--- src/rtl/fb_pkg.sv ---
// Shared types and constants for the framebuffer blitter.
package fb_pkg;

  localparam int unsigned FB_W      = 240;
  localparam int unsigned FB_H      = 160;
  localparam int unsigned FB_ADDR_W = 19;

  typedef enum logic [1:0] {IDLE, DRAW_MAP, DRAW_CHAR, FINISH} blit_state_t;

  typedef logic [23:0]          pixel_t;
  typedef logic [FB_ADDR_W-1:0] fb_addr_t;

  localparam logic [1:0] DIR_DOWN  = 2'd0;
  localparam logic [1:0] DIR_UP    = 2'd1;
  localparam logic [1:0] DIR_LEFT  = 2'd2;
  localparam logic [1:0] DIR_RIGHT = 2'd3;

  function automatic fb_addr_t fb_index(input logic [8:0] x, input logic [8:0] y);
    return fb_addr_t'(y) * fb_addr_t'(FB_W) + fb_addr_t'(x);
  endfunction

endpackage

--- src/rtl/fb_blitter_if.sv ---
// Memory-side bus of the blitter: map ROM, sprite ROM and framebuffer write port.
interface fb_blitter_if;
  import fb_pkg::*;

  logic [18:0] mapAddr;
  pixel_t      mapData;
  logic [9:0]  sprAddr;
  pixel_t      sprData;
  fb_addr_t    FBwrite_address;
  pixel_t      FBdata_In;
  logic        FBwe;

  modport master (
    output mapAddr, sprAddr, FBwrite_address, FBdata_In, FBwe,
    input  mapData, sprData
  );

  modport slave (
    input  mapAddr, sprAddr, FBwrite_address, FBdata_In, FBwe,
    output mapData, sprData
  );

endinterface

--- src/rtl/fb_write_pipe.sv ---
// Aligns read requests with ROM data, applies key/clip suppression and registers the framebuffer write.
// FB_BLITTER_FADE_EN inserts a fade stage between suppression and the output register.
module fb_write_pipe
  import fb_pkg::*;
#(
  parameter pixel_t KEY_COLOR = 24'hFF00FF
) (
  input  logic       Clk,
  input  logic       Reset,
  input  logic       req_valid,
  input  logic       req_spr,
  input  logic [8:0] req_x,
  input  logic [8:0] req_y,
  input  pixel_t     map_data,
  input  pixel_t     spr_data,
`ifdef FB_BLITTER_FADE_EN
  input  logic [3:0] fade,
`endif
  output logic       pending,
  output logic       we,
  output fb_addr_t   addr,
  output pixel_t     data
);
  logic       s2_valid, s2_spr;
  logic [8:0] s2_x, s2_y;
  pixel_t     s2_pix;
  logic       s2_we;
  fb_addr_t   s2_addr;

  // ROM data arrives one cycle after the request; the key test uses raw sprite data.
  always_comb begin
    s2_pix  = s2_spr ? spr_data : map_data;
    s2_we   = s2_valid && !(s2_spr && (spr_data == KEY_COLOR ||
                                       s2_x > 9'(FB_W - 1) || s2_y > 9'(FB_H - 1)));
    s2_addr = fb_index(s2_x, s2_y);
  end

  always_ff @(posedge Clk) begin
    if (!Reset) begin
      s2_valid <= 1'b0;
      s2_spr   <= 1'b0;
      s2_x     <= '0;
      s2_y     <= '0;
    end else begin
      s2_valid <= req_valid;
      s2_spr   <= req_spr;
      s2_x     <= req_x;
      s2_y     <= req_y;
    end
  end

`ifdef FB_BLITTER_FADE_EN
  logic     f_valid, f_we;
  fb_addr_t f_addr;
  pixel_t   f_pix;

  function automatic logic [7:0] fade_ch(input logic [7:0] c, input logic [3:0] f);
    logic [11:0] p;
    p = {4'b0, c} * {8'b0, 4'd15 - f};
    return p[11:4];
  endfunction

  assign pending = s2_valid | f_valid;

  always_ff @(posedge Clk) begin
    if (!Reset) begin
      f_valid <= 1'b0;
      f_we    <= 1'b0;
      f_addr  <= '0;
      f_pix   <= '0;
      we      <= 1'b0;
      addr    <= '0;
      data    <= '0;
    end else begin
      f_valid <= s2_valid;
      f_we    <= s2_we;
      f_addr  <= s2_addr;
      f_pix   <= s2_pix;
      we      <= f_we;
      if (f_we) begin
        addr <= f_addr;
        data <= {fade_ch(f_pix[23:16], fade), fade_ch(f_pix[15:8], fade), fade_ch(f_pix[7:0], fade)};
      end
    end
  end
`else
  assign pending = s2_valid;

  always_ff @(posedge Clk) begin
    if (!Reset) begin
      we   <= 1'b0;
      addr <= '0;
      data <= '0;
    end else begin
      we <= s2_we;
      if (s2_we) begin
        addr <= s2_addr;
        data <= s2_pix;
      end
    end
  end
`endif

endmodule

--- src/rtl/fb_blitter.sv ---
// Frame composer: copies a clamped camera window of the world map into the framebuffer, then overlays
// the colour-keyed player sprite. FB_BLITTER_FADE_EN adds a fade[3:0] input latched at start.
module fb_blitter
  import fb_pkg::*;
#(
  parameter int unsigned MAP_W     = 480,
  parameter int unsigned MAP_H     = 320,
  parameter pixel_t      KEY_COLOR = 24'hFF00FF
) (
  input  logic       Clk,
  input  logic       Reset,
  input  logic       start,
  input  logic [8:0] camX,
  input  logic [8:0] camY,
  input  logic [7:0] playerX,
  input  logic [7:0] playerY,
  input  logic [1:0] playerDir,
`ifdef FB_BLITTER_FADE_EN
  input  logic [3:0] fade,
`endif
  output logic       busy,
  output logic       done,
  fb_blitter_if.master bus
);
  localparam logic [8:0] CAM_X_MAX = 9'(MAP_W - FB_W);
  localparam logic [8:0] CAM_Y_MAX = 9'(MAP_H - FB_H);
  localparam logic [7:0] X_LAST    = 8'(FB_W - 1);
  localparam logic [7:0] Y_LAST    = 8'(FB_H - 1);

  blit_state_t state, state_n;
  logic [7:0]  x, y;
  logic [8:0]  cam_x, cam_y;
  logic [7:0]  pl_x, pl_y;
  logic [1:0]  pl_dir;
  logic [18:0] map_addr;
  logic [9:0]  spr_addr;
  logic        req_valid, req_spr;
  logic [8:0]  req_x, req_y;
  logic        pipe_pending, last_map, last_spr;
  logic        fb_we;
  fb_addr_t    fb_addr;
  pixel_t      fb_data;

  assign last_map            = (x == X_LAST) && (y == Y_LAST);
  assign last_spr            = (x[3:0] == 4'hF) && (y[3:0] == 4'hF);
  assign busy                = (state != IDLE);
  assign bus.mapAddr         = map_addr;
  assign bus.sprAddr         = spr_addr;
  assign bus.FBwe            = fb_we;
  assign bus.FBwrite_address = fb_addr;
  assign bus.FBdata_In       = fb_data;

  always_comb begin
    state_n = state;
    unique case (state)
      IDLE:      if (start) state_n = DRAW_MAP;
      DRAW_MAP:  if (last_map) state_n = DRAW_CHAR;
      DRAW_CHAR: if (last_spr) state_n = FINISH;
      FINISH:    if (!req_valid && !pipe_pending) state_n = IDLE;
      default:   state_n = IDLE;
    endcase
  end

  // Read addresses are registered, so a read is "issued" in the cycle after its counter value.
  always_ff @(posedge Clk) begin
    if (!Reset) begin
      state     <= IDLE;
      x         <= '0;
      y         <= '0;
      cam_x     <= '0;
      cam_y     <= '0;
      pl_x      <= '0;
      pl_y      <= '0;
      pl_dir    <= '0;
      map_addr  <= '0;
      spr_addr  <= '0;
      req_valid <= 1'b0;
      req_spr   <= 1'b0;
      req_x     <= '0;
      req_y     <= '0;
      done      <= 1'b0;
    end else begin
      state     <= state_n;
      done      <= (state == FINISH) && (state_n == IDLE);
      req_valid <= 1'b0;
      unique case (state)
        IDLE: if (start) begin
          cam_x  <= (camX > CAM_X_MAX) ? CAM_X_MAX : camX;
          cam_y  <= (camY > CAM_Y_MAX) ? CAM_Y_MAX : camY;
          pl_x   <= playerX;
          pl_y   <= playerY;
          pl_dir <= playerDir;
          x      <= '0;
          y      <= '0;
        end
        DRAW_MAP: begin
          map_addr  <= (19'(cam_y) + 19'(y)) * 19'(MAP_W) + 19'(cam_x) + 19'(x);
          req_valid <= 1'b1;
          req_spr   <= 1'b0;
          req_x     <= {1'b0, x};
          req_y     <= {1'b0, y};
          if (x == X_LAST) begin
            x <= '0;
            y <= last_map ? '0 : y + 8'd1;
          end else begin
            x <= x + 8'd1;
          end
        end
        DRAW_CHAR: begin
          spr_addr  <= {pl_dir, y[3:0], x[3:0]};
          req_valid <= 1'b1;
          req_spr   <= 1'b1;
          req_x     <= {1'b0, pl_x} + {5'b0, x[3:0]};
          req_y     <= {1'b0, pl_y} + {5'b0, y[3:0]};
          if (x[3:0] == 4'hF) begin
            x <= '0;
            y <= y + 8'd1;
          end else begin
            x <= x + 8'd1;
          end
        end
        default: ;
      endcase
    end
  end

`ifdef FB_BLITTER_FADE_EN
  logic [3:0] fade_q;

  always_ff @(posedge Clk) begin
    if (!Reset)                      fade_q <= '0;
    else if (state == IDLE && start) fade_q <= fade;
  end
`endif

  fb_write_pipe #(.KEY_COLOR(KEY_COLOR)) u_pipe (
    .Clk      (Clk),
    .Reset    (Reset),
    .req_valid(req_valid),
    .req_spr  (req_spr),
    .req_x    (req_x),
    .req_y    (req_y),
    .map_data (bus.mapData),
    .spr_data (bus.sprData),
`ifdef FB_BLITTER_FADE_EN
    .fade     (fade_q),
`endif
    .pending  (pipe_pending),
    .we       (fb_we),
    .addr     (fb_addr),
    .data     (fb_data)
  );

endmodule

--- src/flat_wrapper.sv ---
// flat-port wrapper written by rule: the top's interface ports become plain ports
module fb_blitter_flat import fb_pkg::*;
#(
  parameter int unsigned MAP_W     = 480,
  parameter int unsigned MAP_H     = 320,
  parameter pixel_t      KEY_COLOR = 24'hFF00FF
)
  (Clk, Reset, start, camX, camY, playerX, playerY, playerDir, busy, done, bus_mapAddr, bus_sprAddr, bus_FBwrite_address, bus_FBdata_In, bus_FBwe, bus_mapData, bus_sprData);
  fb_blitter_if bus_i ();
  input  logic Clk;
  input  logic Reset;
  input  logic start;
  input  logic [8:0] camX;
  input  logic [8:0] camY;
  input  logic [7:0] playerX;
  input  logic [7:0] playerY;
  input  logic [1:0] playerDir;
  output logic busy;
  output logic done;
  output wire logic [$bits(bus_i.mapAddr)-1:0] bus_mapAddr;
  output wire logic [$bits(bus_i.sprAddr)-1:0] bus_sprAddr;
  output wire logic [$bits(bus_i.FBwrite_address)-1:0] bus_FBwrite_address;
  output wire logic [$bits(bus_i.FBdata_In)-1:0] bus_FBdata_In;
  output wire logic [$bits(bus_i.FBwe)-1:0] bus_FBwe;
  input wire logic [$bits(bus_i.mapData)-1:0] bus_mapData;
  input wire logic [$bits(bus_i.sprData)-1:0] bus_sprData;
  assign bus_mapAddr = bus_i.mapAddr;
  assign bus_sprAddr = bus_i.sprAddr;
  assign bus_FBwrite_address = bus_i.FBwrite_address;
  assign bus_FBdata_In = bus_i.FBdata_In;
  assign bus_FBwe = bus_i.FBwe;
  assign bus_i.mapData = bus_mapData;
  assign bus_i.sprData = bus_sprData;
  fb_blitter #(.MAP_W(MAP_W), .MAP_H(MAP_H), .KEY_COLOR(KEY_COLOR)) u_core (.Clk(Clk), .Reset(Reset), .start(start), .camX(camX), .camY(camY), .playerX(playerX), .playerY(playerY), .playerDir(playerDir), .busy(busy), .done(done), .bus(bus_i));
endmodule
--- config.mk ---
export PLATFORM = sky130hd
export DESIGN_NAME = fb_blitter_flat
export DESIGN_NICKNAME = d
export VERILOG_FILES = /design/src/rtl/fb_pkg.sv /design/src/rtl/fb_blitter_if.sv /design/src/rtl/fb_write_pipe.sv /design/src/rtl/fb_blitter.sv /design/src/flat_wrapper.sv
export SDC_FILE = /design/constraint.sdc
export NUM_CORES = 1
export LEC_CHECK = 0
export CAP_MARGIN = 20
export CORE_AREA = 2 2 188 116
export CTS_CLUSTER_DIAMETER = 150
export DETAILED_ROUTE_END_ITERATION = 12
export DIE_AREA = 0 0 190 118
export MAX_ROUTING_LAYER = met4
export PLACE_DENSITY = 0.74
export SYNTH_ARGS = -nofsm -noshare
export SYNTH_HDL_FRONTEND = slang
export SYNTH_SLANG_ARGS = --single-unit
--- constraint.sdc ---
create_clock -name Clk -period 12.75 [get_ports Clk]
set_input_delay 1.275 -clock Clk [delete_from_list [all_inputs] [get_ports Clk]]
set_output_delay 1.275 -clock Clk [all_outputs]
set_load 0.005 [all_outputs]
### After elaboration in Yosys (flattened, before gate mapping)

Index checks and enable logic that the tools add are counted.

| word-level totals | value |
|---|---|
| logic and storage cells | 87 |
| register bits | 168 |
| output and inout port bits | 75 |

| cells by class | value |
|---|---|
| eq/ne operators | 11 |
| magnitude comparators | 4 |
| $add $sub $neg | 8 |
| reductions and logical operators | 20 |
| mux-type cells | 20 |
| $mul | 2 |

Operators by type and width:

| cell | count |
|---|---|
| two-way mux 8 bit | 6 |
| one-hot mux 8 bit (3 select lines) | 2 |
| greater-than comparator 9 x 8 -> 1 bit (second input constant) | 4 |
| one-hot mux 9 bit (2 select lines) | 2 |
| equality test 24 bit (second input constant) | 1 |
| two-way mux 24 bit | 1 |
| adder 19 x 8 -> 19 bit | 1 |
| adder 19 x 9 -> 19 bit | 1 |
| multiplier 19 x 4 -> 14 bit (second input constant) | 1 |
| adder 17 x 9 -> 18 bit | 1 |
| adder 8 x 4 -> 9 bit | 2 |
| two-way mux 9 bit | 2 |
| adder 8 x 1 -> 8 bit (second input constant) | 2 |
| equality test 8 bit (second input constant) | 2 |
| multiplier 9 x 4 -> 13 bit (second input constant) | 1 |
| adder 9 x 8 -> 10 bit | 1 |
| equality test 4 bit (second input constant) | 2 |
| two-way mux 2 bit | 4 |
| one-hot mux 2 bit (4 select lines) | 1 |
| logical AND 1 bit | 6 |
| equality test 2 bit (second input constant) | 2 |
| zero test 2 bit | 2 |
| != test 2 x 1 -> 1 bit (second input constant) | 2 |
| AND reduction 2 bit | 2 |
| 10 further kinds | 14 |

### Depth between registers and ports, before layout

| depth | value |
|---|---|
| word-level depth | 6 |
| mapped depth | 23 |
| mapped depth without buffers | 22 |

### By module

Synthesis repeated with hierarchy kept, for this count alone.

| unflattened totals | value |
|---|---|
| cells, all modules | 1200 |
| area total of the unflattened synthesis | 10487.6 um2 |

Modules (own cells, without submodules):

| module | cells an instance | instances | area each (um2) |
|---|---|---|---|
| fb_blitter | 801 | 1 | 6706.4 |
| fb_write_pipe | 399 | 1 | 3781.1 |

### Worst setup path after synthesis

No wires, ideal clock.

| path | value |
|---|---|
| path kind | reg2reg |
| start | reg u_core.y[0] |
| end | reg u_core.map_addr[16], in the netlist u_core.bus.mapAddr[16] |
| data arrival time | 5.027 ns |
| cell stages (with the launch flop) | 18 |
| setup slack | 7.632 ns |
| library setup time | 0.091 ns |
| buffers on the path | 0 |
| required time | 12.659 ns |
| cells stage by stage | dfxtp_1 ha_1 inv_1 fa_1 inv_1 fa_1 inv_1 fa_1 fa_1 inv_1 ha_1 ha_1 nand4_1 o21ai_0 o22ai_1 or4_1 or3_1 a311oi_1 |

| on the way | value |
|---|---|
| cells in the longest elaborated chain, start to end | 4 |

Ends and longest elaborated chain:

| item | line | RTL |
|---|---|---|
| start: declaration | fb_blitter.sv:31 | `logic [7:0] x, y;` |
| start signal: assignment | fb_blitter.sv:104 | `y <= last_map ? '0 : y + 8'd1;` |
| start signal: assignment | fb_blitter.sv:117 | `y <= y + 8'd1;` |
| adder 9 x 8 -> 10 bit | fb_blitter.sv:97 | `map_addr <= (19'(cam_y) + 19'(y)) * 19'(MAP_W) + 19'(cam_x) + 19'(x);` |
| multiplier 19 x 4 -> 14 bit | fb_blitter.sv:97 |  |
| adder 19 x 9 -> 19 bit | fb_blitter.sv:97 |  |
| adder 19 x 8 -> 19 bit | fb_blitter.sv:97 |  |
| end signal: assignment | fb_blitter.sv:97 |  |
| end: declaration | fb_blitter.sv:35 | `logic [18:0] map_addr;` |

No other way between the ends.
A chain may end at the register's enable or synchronous reset.

### Final worst setup path

Ends and elaborated chain as after synthesis.

==> results.yml <==
floorplanning:
  num_io_pins: 162
  core.rowCount: 41
  die_h_um: 118
  die_area_mm2: 0.0224
  die_w_um: 190
  initial_utilization_pct: 49.4
  core_mm2: 0.0207
critical_path:
  crit-reg2reg-launch: "u_core.y[0]"
  crit_start: "u_core.y[0]"
  cp_data_arrival_time_ps: 5960
  cp_max_fo: 8
  required_ps: 13100
  critPathKind: "register to register"
  startpoint_type: "register"
  end_kind: "register"
placement:
  gp_congestion: 0.872
  hpwlAfterDp_um: 20100
  port_buffers: 160
  place_worst_setup_slack_ps: 7180
synth:
  synth_compound_area_share_pct: 17.2
  synth_edf_count: 0
  synth_xor_area_share_pct: 4.98
  ys_seq_area_share_pct: 32.8
  syn_area_per_cell_um2: 8.87
  async_reset_ff_share_pct: 0
  synth_top_family_by_area: "adder cells"
  synth_cell_types: 68
  yosysTopAreaCellShare_pct: 32.8
  yosysMostFrequentCell: "dfxtp_1"
  netlist_top_cells_area: "dfxtp_1, ha_1, fa_1"
  synth_seq_cells: 167
  syn_inst: 1150
  yosys-mux-area-fraction_pct: 5.59
  synth_fp_nets: 1362
  synth_warnings: 0
  synthAdderAreaFrac_pct: 18.0
  synth_common_cells: "dfxtp_1, nor2_1, ha_1"
  ys.flop_type: "dfxtp_1"
  syn_area_mm2: 0.0102
  yosysTopAreaCell: "dfxtp_1"
  synth-simple-area-share_pct: 16.6
clock_tree:
  hold_buffers: 0
  cts_made_buffers: 17
  cts_max_path_buffers: 2
  clkSlewWorstSetupHoldPaths_ps: 70
  cts_setup_buffers: 0
  root_buffer: "clkbuf_16"
  h-tree-depth: 4
  insertion_delay_ps: 440
  ctsResizeCount: 0
  cts_tree: "yes"
  cts.sinks: 167
routing:
  wl_per_cell_um: 16.7
  drc: 0
  antenna_left: 0
  dr.pass1.iters: 5
  drt_first_iter_violations: 586
  vias: 8713
  wl_um: 26400
  vias_per_cell: 5.52
pwr:
  p_leak_nw: 5.16
  ir_drop_mv: 0.109
  power.density_mw_per_mm2: 103
sta:
  fin_crit_sh_pct: 44.0
  finalMaxSlewViolations: 0
  max_freq_mhz: 178
  relSlewSlack_pct: 35.3
  period_needed_ps: 5610
  setup_viol: 0
  setup_ws_ps: 7140
  finalHoldViolCount: 0
  fin_skew_ps: 8.33
  worstMarginPinSlew_ps: 971
  setup_tns_ps: 0
  rsz0062_at_grt: "false"
status:
  status: "finished, final reports clean"
run:
  max_cap_viol_count: 0
cells_and_area:
  antennaDiodeCount: 0
  drive_gt1_share_pct: 4.62
  syn2layout_area_growth_pct: 23.7
  nets: 1499
grt:
  grt_antenna_before_repair: 0
  grt_overflow: 0
  grt_pass1_wl_um: 42800
  first_global_vias: 8210
  grt_max_degree: 77
  grtUsageTotal_pct: 24.7
min_path:
  hold_start: "u_core.req_y[8]"
  hold_class: "register to register"
==> cells in the final DEF (no fill, tap or decap), types with 39 or more instances in the layout <==
cell type / n
nand2_1: 65
dfxtp_1: 167
o21ai_0: 39
a21oi_1: 68
inv_1: 80
ha_1: 88
a211oi_1: 50
clkdlybuf4s50_1: 160
nor2_1: 134
mux2i_1: 57
==> critical path, stage by stage (launching register included) <==
cell and delay [ps]:
dfxtp_1 500, ha_1 230, inv_1 60, fa_1 410
xnor2_1 360, fa_1 510, inv_1 100, fa_1 430
fa_1 550, inv_1 40, ha_1 270, ha_1 410
nand4_1 110, o21ai_0 240, o22ai_1 190, or4_1 510
or3_1 370, a311oi_1 240
==> stage by stage <==
| stage | total power, mW | instance area, um^2 | std cells | utilization [%] | hold WS, ps |
|---|---|---|---|---|---|
| 3_3_place_gp | 0.780 | 12000 | 1547 | 58.2 | 445 |
| 3_5_place_dp | 0.786 | 12000 | 1547 | 58.2 | 440 |
| 5_1_grt | 1.36 | 12600 | 1579 | 61.1 | 465 |
| 2_1_floorplan | 0.697 | 10200 | 1150 | - | 428 |
| 6_report | 1.30 | 12600 | 1579 | 61.1 | 453 |
| 4_1_cts | 1.31 | 12600 | 1579 | 61.1 | 450 |
==> layer usage <==
metal,share of wire (%),global-route usage (%)
met4,1.7,7.61
met1,51,35.6
met2,40,34.2
met5,0,-
met3,6.4,5.28
==> state kept, by name, indices dropped and copies added, names as in the netlist, 9 cells and up <==
signal and count:
u_core.u_pipe.data 24, u_core.bus.mapAddr 19, u_core.u_pipe.addr 18, u_core.bus.sprAddr 10
u_core.cam_x 9, u_core.cam_y 9, u_core.req_x 9, u_core.req_y 9
u_core.u_pipe.s2_x 9, u_core.u_pipe.s2_y 9
==> final cells by class <==
type / count / area, um^2
flip-flops and latches: 167 / 3340
clock buffers: 17 / 425
well taps: 279 / 349
multi-input cells: 852 / 6380
clock inverters: 15 / 166
inverters: 82 / 309
repair buffers: 167 / 1650
fillers: 1812 / 8050
==> power by group <==
part	internal, mW	switching [mW]
Sequential	0.541	0.0142
Clock	0.293	0.232
Combinational	0.102	0.120
==> logic make-up after synthesis <==
logic type | after synthesis
buffers and inverters | 131
other | 1
AO/OA/AOI/OAI | 262
adder cells (fa/ha/maj) | 125
XOR/XNOR | 58
AND/OR/NAND/NOR | 349
multiplexers | 57
flip-flops | 167
==> worst paths after layout <==
path	to	slack [ps]	cells after the start
max	u_core.bus.mapAddr[16]	7140	17
min	u_core.u_pipe.s2_y[8]	450	1
max reg2reg	u_core.bus.mapAddr[16]	7140	17
min reg2reg	u_core.u_pipe.s2_y[8]	450	1
Note: power is estimated with default switching activity, not from simulation.
==> patch 1, RTL diff (config.mk and constraints unchanged) <==
Register the output `busy`, with the module's reset; this adds one clock of latency there. The other outputs are not delayed to match.
--- a/src/rtl/fb_blitter.sv
+++ b/src/rtl/fb_blitter.sv
@@ -45,3 +45,9 @@
   assign last_spr            = (x[3:0] == 4'hF) && (y[3:0] == 4'hF);
-  assign busy                = (state != IDLE);
+  always_ff @(posedge Clk) begin
+    if (!Reset) begin
+      busy <= '0;
+    end else begin
+      busy <= (state != IDLE);
+    end
+  end
   assign bus.mapAddr         = map_addr;
Formal check against the unedited RTL: not equivalent (Yosys sat finds a counterexample within 4 cycles, from zero or initial values and one cycle with Reset low).
==> patch 1 against the unedited design <==
Core utilization increased by 0.44 points; via count hardly changed; final cell count rose by 0.25%; non-clock buffer count unchanged; setup slack better by 65 ps; design area grew 0.72%; wire length is 3.1% lower; global-route usage shrank 0.80 points; sequential cell count rose by 1; power increased by 2.4%; synthesized area increased by 0.67%.
==> patch 1: results (changes against the unedited design) <==
Outcome
  – Run status: finished clean

Drt
  – DR vias: 8708 (-0.057%)
  – Routed Wire Length: 25600 um (-3.1%)
  – Initial drt markers: 493 (-16%)
  – DR pass1 iterations: 5 (unchanged)

Logic synthesis
  – Sequential fraction of the synthesis area: 0.327 (about the same)
  – Post-Synth XOR/XNOR Area: 0.0537 (+0.00393)
  – Mux cell area share after synthesis: 0.0605 (+0.00462)
  – Count of cell types in the netlist: 83 (+22%)
  – Post-synth ARST share: 0 (unchanged)
  – Synth Area in Compound Gates: 0.167 (-0.00444)
  – Main combinational cell family by area after synthesis: adder cells
  – Net count after synthesis: 1363 (+0.073%)
  – Post-synthesis adder-cell area fraction: 0.177 (-0.00267)
  – Most instantiated cells after synthesis: dfxtp_1 (168), nor2_1 (138), ha_1 (87)
  – Main area contributors after synthesis: dfxtp_1 (33%), ha_1 (11%), fa_1 (7.0%)
  – Yosys warnings: 0 (unchanged)

CTS
  – Post-CTS Setup Inserts: 0 (unchanged)
  – Root buffer cell: clkbuf_16
  – Clock buffer depth: 2 (unchanged)
  – Clock slew at reported path FFs: 70 ps (about the same)
  – CTS buffer count: 17 (unchanged)
  – Post-CTS resize count: 0 (unchanged)
  – Worst-Skew Late Latency: 430 ps
  – CTS H-tree lvls: 4 (unchanged)

Final layout
  – Layout cell share with drive strength beyond 1: 0.0437 (-0.00244)
  – # fillers: 1756 (-3.1%)
  – Max reg flops: 24 (unchanged)
  – Ant. Diodes: 0 (unchanged)
  – Nets@finish: 1501 (+0.13%)
  – Biggest register: u_core.u_pipe.data

Place
  – Final GP Congestion: 0.861 (-1.3%)
  – IO Port Bufs: 160 (unchanged)
  – DP HPWL: 19100 um (-4.7%)

Power
  – VDD IR max: 0.0000979 V (-11%)
  – P_int: 971 uW (+3.9%)
  – Leak: 0.00511 uW (-0.95%)

Worst setup path
  – Slowest cell delay on critical path: 540 ps
  – Slowest-stage cell, CP: dfxtp_1
  – Crit-path max FO: 9 (+1)
  – Top delay family on crit path: compound AO/OA/AOI/OAI gates
  – CP Data Arrival Time: 5880 ps (-80 ps)

Global route
  – Initial antenna violation count: 0 (unchanged)
  – Largest net degree at the start of global routing: 72 (-6.5%)
  – Total Routing Usage GR: 0.239 (-0.00802)
  – First-pass GRT wire length: 42100 um (-1.5%)
  – Number of global-route vias before repair: 8302 (+1.1%)

STA
  – Skew final: 11.6 ps (+3.23 ps)
  – Worst slew margin: 0.256 (-0.0970)

Worst hold path
  – Hold Crit Class: reg2reg
patch 1: cell types whose count changed in the layout (fill, tap and decap cells not counted), moves of 4 or more:
cell / unedited run / this run
a21o_1: 22 / 18
o21ai_0: 39 / 24
xor2_1: 20 / 25
and3_1: 13 / 7
nor2_1: 134 / 138
or2_2: 6 / 1
mux2i_1: 57 / 61
a211oi_1: 50 / 43
o21ai_1: 0 / 5
nand2_1: 65 / 80
patch 1: worst paths after layout:
| check | slack [ps] | depth (start not counted) | endpoint | startpoint |
|---|---|---|---|---|
| max reg2reg | 7200 | 18 | u_core.bus.mapAddr[18] | u_core.y[1] |
| min reg2reg | 450 | 1 | u_core.u_pipe.s2_spr | u_core.req_spr |
| min | 450 | 1 | u_core.u_pipe.s2_spr | u_core.req_spr |
| max | 7200 | 18 | u_core.bus.mapAddr[18] | u_core.y[1] |
patch 1: power groups by stage:
stage / combinational, uW / clock [uW] / sequential, uW
floorplan: 139 / 0 / 569
detailed placement: 227 / 0 / 571
CTS: 229 / 551 / 559
global placement: 223 / 0 / 571
finish: 231 / 542 / 560
global route: 255 / 574 / 562
patch 1: worst reg2reg max path: cells and delay by family, from the launching register on:
kind	cells	cell delay, ps
AO/OA/AOI/OAI	10	2360
buffers and inverters	2	220
flip-flops	1	540
AND/OR/NAND/NOR	1	340
XOR/XNOR	1	350
adder cells (fa/ha/maj)	4	1650
patch 1: layout make-up:
class | count | area share
inverter | 85 | 0.0252
clock buffer | 19 | 0.0356
sequential | 168 | 0.264
multi-input combinational | 852 | 0.503
timing repair buffer | 167 | 0.132
tap | 279 | 0.0274
clock inverter | 13 | 0.0131
patch 1: kinds of logic (layout without fill, tap and decap cells):
family                     after synthesis  after routing
other                                    1              1
buffers and inverters                  133            284
DFF                                    168            168
adders and majority gates              124            124
AOI/OAI and AO/OA                      250            250
xor gates and xnor gates                63             63
and+or+nand+nor                        352            352
muxes                                   62             62
patch 1: layer usage:
layer | global-route usage | wire (um) | vias to the layer above
met1 | 0.347 | 13300 | 4117
met2 | 0.337 | 10200 | 268
met3 | 0.0552 | 1770 | 25
met4 | 0.0494 | 291 | 0
met5 | - | 0 | -
li1 | - | - | 4298
patch 1: metrics by stage:
| step | setup WS (ps) | area (um^2) | util | hold slack [ps] | cells |
|---|---|---|---|---|---|
| 6_report | 7200 | 12700 | 0.615 | 451 | 1583 |
| 5_1_grt | 6820 | 12700 | 0.615 | 473 | 1583 |
| 4_1_cts | 7230 | 12700 | 0.614 | 453 | 1582 |
| 3_5_place_dp | 7250 | 12100 | 0.584 | 439 | 1550 |
| 3_3_place_gp | 7460 | 12100 | 0.584 | 437 | 1550 |
| 2_1_floorplan | 7720 | 10300 | - | 428 | 1153 |
==> patch 2, RTL diff (same flow settings) <==
Made on the original files. The package constant `FB_ADDR_W` goes from 19 to 38.
--- a/src/rtl/fb_pkg.sv
+++ b/src/rtl/fb_pkg.sv
@@ -5,3 +5,3 @@
   localparam int unsigned FB_H      = 160;
-  localparam int unsigned FB_ADDR_W = 19;
+  localparam int unsigned FB_ADDR_W = 38;
 
Ports: changed (resized bus_FBwrite_address); port bits go from 162 to 181. No check against the original RTL was run, so the function may have changed too.
==> patch 2 against the unedited design <==
Power is 2.2% higher; setup slack better by 1.5 ps; clock power is 5.3% higher; sequential power hardly changed; synthesized cell count is 1.7% higher; synthesized area is 1.4% higher; sequential share of layout area is 0.25 points lower; sequential cell count stayed put; wire length is 0.16% lower; design area is 0.95% higher; critical path type unchanged; critical endpoint unchanged; largest cell class unchanged; largest power group unchanged; highest routed layer unchanged.
==> patch 2: results (changes against the unedited design) <==
CTS
  – Clock buffer depth: 2 (unchanged)
  – Worst-Skew Late Latency: 440 ps (about the same)
  – CTS buffer count: 17 (unchanged)
  – CTS H-tree lvls: 4 (unchanged)
  – Root buffer cell: clkbuf_16
  – Post-CTS Setup Inserts: 0 (unchanged)
  – Post-CTS resize count: 0 (unchanged)
  – Clock slew at reported path FFs: 70 ps (about the same)

Power
  – VDD IR max: 0.000104 V (-5.4%)
  – P_int: 969 uW (+3.6%)
  – Leak: 0.00524 uW (+1.6%)

Global route
  – Initial antenna violation count: 0 (unchanged)
  – Largest net degree at the start of global routing: 77 (unchanged)
  – First-pass GRT wire length: 42500 um (-0.74%)
  – Number of global-route vias before repair: 8096 (-1.4%)
  – Total Routing Usage GR: 0.248 (+0.000642)

Final layout
  – Ant. Diodes: 0 (unchanged)
  – # fillers: 1752 (-3.3%)
  – Layout cell share with drive strength beyond 1: 0.0462 (+0.0000583)
  – Biggest register: u_core.u_pipe.data
  – Nets@finish: 1519 (+1.3%)
  – Max reg flops: 24 (unchanged)

Logic synthesis
  – Most instantiated cells after synthesis: dfxtp_1 (167), nor2_1 (135), ha_1 (89)
  – Post-synth ARST share: 0 (unchanged)
  – Sequential fraction of the synthesis area: 0.323 (-0.00452)
  – Count of cell types in the netlist: 68 (unchanged)
  – Post-Synthesis Cells: 1169 (+1.7%)
  – Main area contributors after synthesis: dfxtp_1 (32%), ha_1 (11%), fa_1 (7.0%)
  – Largest area contributor in the netlist: dfxtp_1
  – Yosys warnings: 0 (unchanged)

STA
  – Skew final: 8.37 ps (+0.0373 ps)
  – Slew @ Worst Pin: 973 ps (+2.45 ps)

Place
  – DP Area: 12100 um^2 (+0.66%)
  – Final GP Congestion: 0.889 (+2.0%)
  – IO Port Bufs: 160 (unchanged)
  – DP HPWL: 20000 um (-0.30%)
  – Pre-CTS WS: 7160 ps (-15.6 ps)
  – Placed Cells incl. Taps: 1567 (+1.3%)

Drt
  – Post-DR wirelength/cell: 16.5 um (-1.4%)
  – Routed Wire Length: 26400 um (-0.16%)
  – Initial drt markers: 618 (+5.5%)
  – DR vias: 8762 (+0.56%)
  – DR pass1 iterations: 5 (unchanged)
  – DRC: 0 (unchanged)

Worst setup path
  – Crit-path max FO: 8 (unchanged)
  – Slowest cell delay on critical path: 540 ps
  – CP Data Arrival Time: 5970 ps (about the same)
  – Top delay family on crit path: adder cells
  – Cell count of the worst reg-to-reg path: 17 (unchanged)
  – Slowest-stage cell, CP: fa_1

Outcome
  – Run status: finished clean

Worst hold path
  – Hold Crit Class: reg2reg
  – Hold Path Stages: 1 (unchanged)
patch 2: cell count changes in the layout (fill, tap and decap cells not counted):
| cell | change |
|---|---|
| inv_8 | -1 |
| clkinv_4 | +2 |
| buf_4 | +1 |
| clkbuf_8 | +3 |
| conb_1 | +19 |
| inv_6 | -3 |
| clkinv_2 | -2 |
| bufinv_16 | +1 |
patch 2: area by class of cell:
class                           count  area, um^2  share of cell area
Sequential cell                   167        3340               0.262
Clock inverter                     12         166              0.0131
Inverter                           82         309              0.0242
Clock buffer                       20         467              0.0366
Timing Repair Buffer              168        1660               0.130
Multi-Input combinational cell    871        6450               0.506
Tap cell                          279         349              0.0274
patch 2: kinds of logic (layout without fill, tap and decap cells):
logic type                 after synthesis  after routing  synth area share
and+or+nand+nor                        349            349             0.164
AOI/OAI and AO/OA                      262            262             0.169
DFF                                    167            167             0.323
buffers and inverters                  150            282            0.0618
adders and majority gates              125            125             0.177
xor gates and xnor gates                58             58            0.0491
muxes                                   57             57            0.0551
other                                    1             20          0.000362
patch 2: power by group through the flow:
stage / clock, uW / combinational (uW) / sequential, uW
detailed placement: 0 / 219 / 566
global placement: 0 / 216 / 566
floorplan: 0 / 138 / 564
global route: 583 / 247 / 557
CTS: 562 / 221 / 555
finish: 553 / 222 / 555
patch 2: worst paths after layout:
path	from	endpoint	slack, ps
max	u_core.y[0]	u_core.bus.mapAddr[16]	7140
min	u_core.req_y[7]	u_core.u_pipe.s2_y[7]	460
max reg2reg	u_core.y[0]	u_core.bus.mapAddr[16]	7140
min reg2reg	u_core.req_y[7]	u_core.u_pipe.s2_y[7]	460
patch 2: per-layer routing:
metal,wire [um],track usage,vias to the layer above
met5,0,-,-
met4,390,0.0664,0
met3,1770,0.0561,23
met2,10600,0.333,272
met1,13600,0.367,4112
li1,-,-,4355
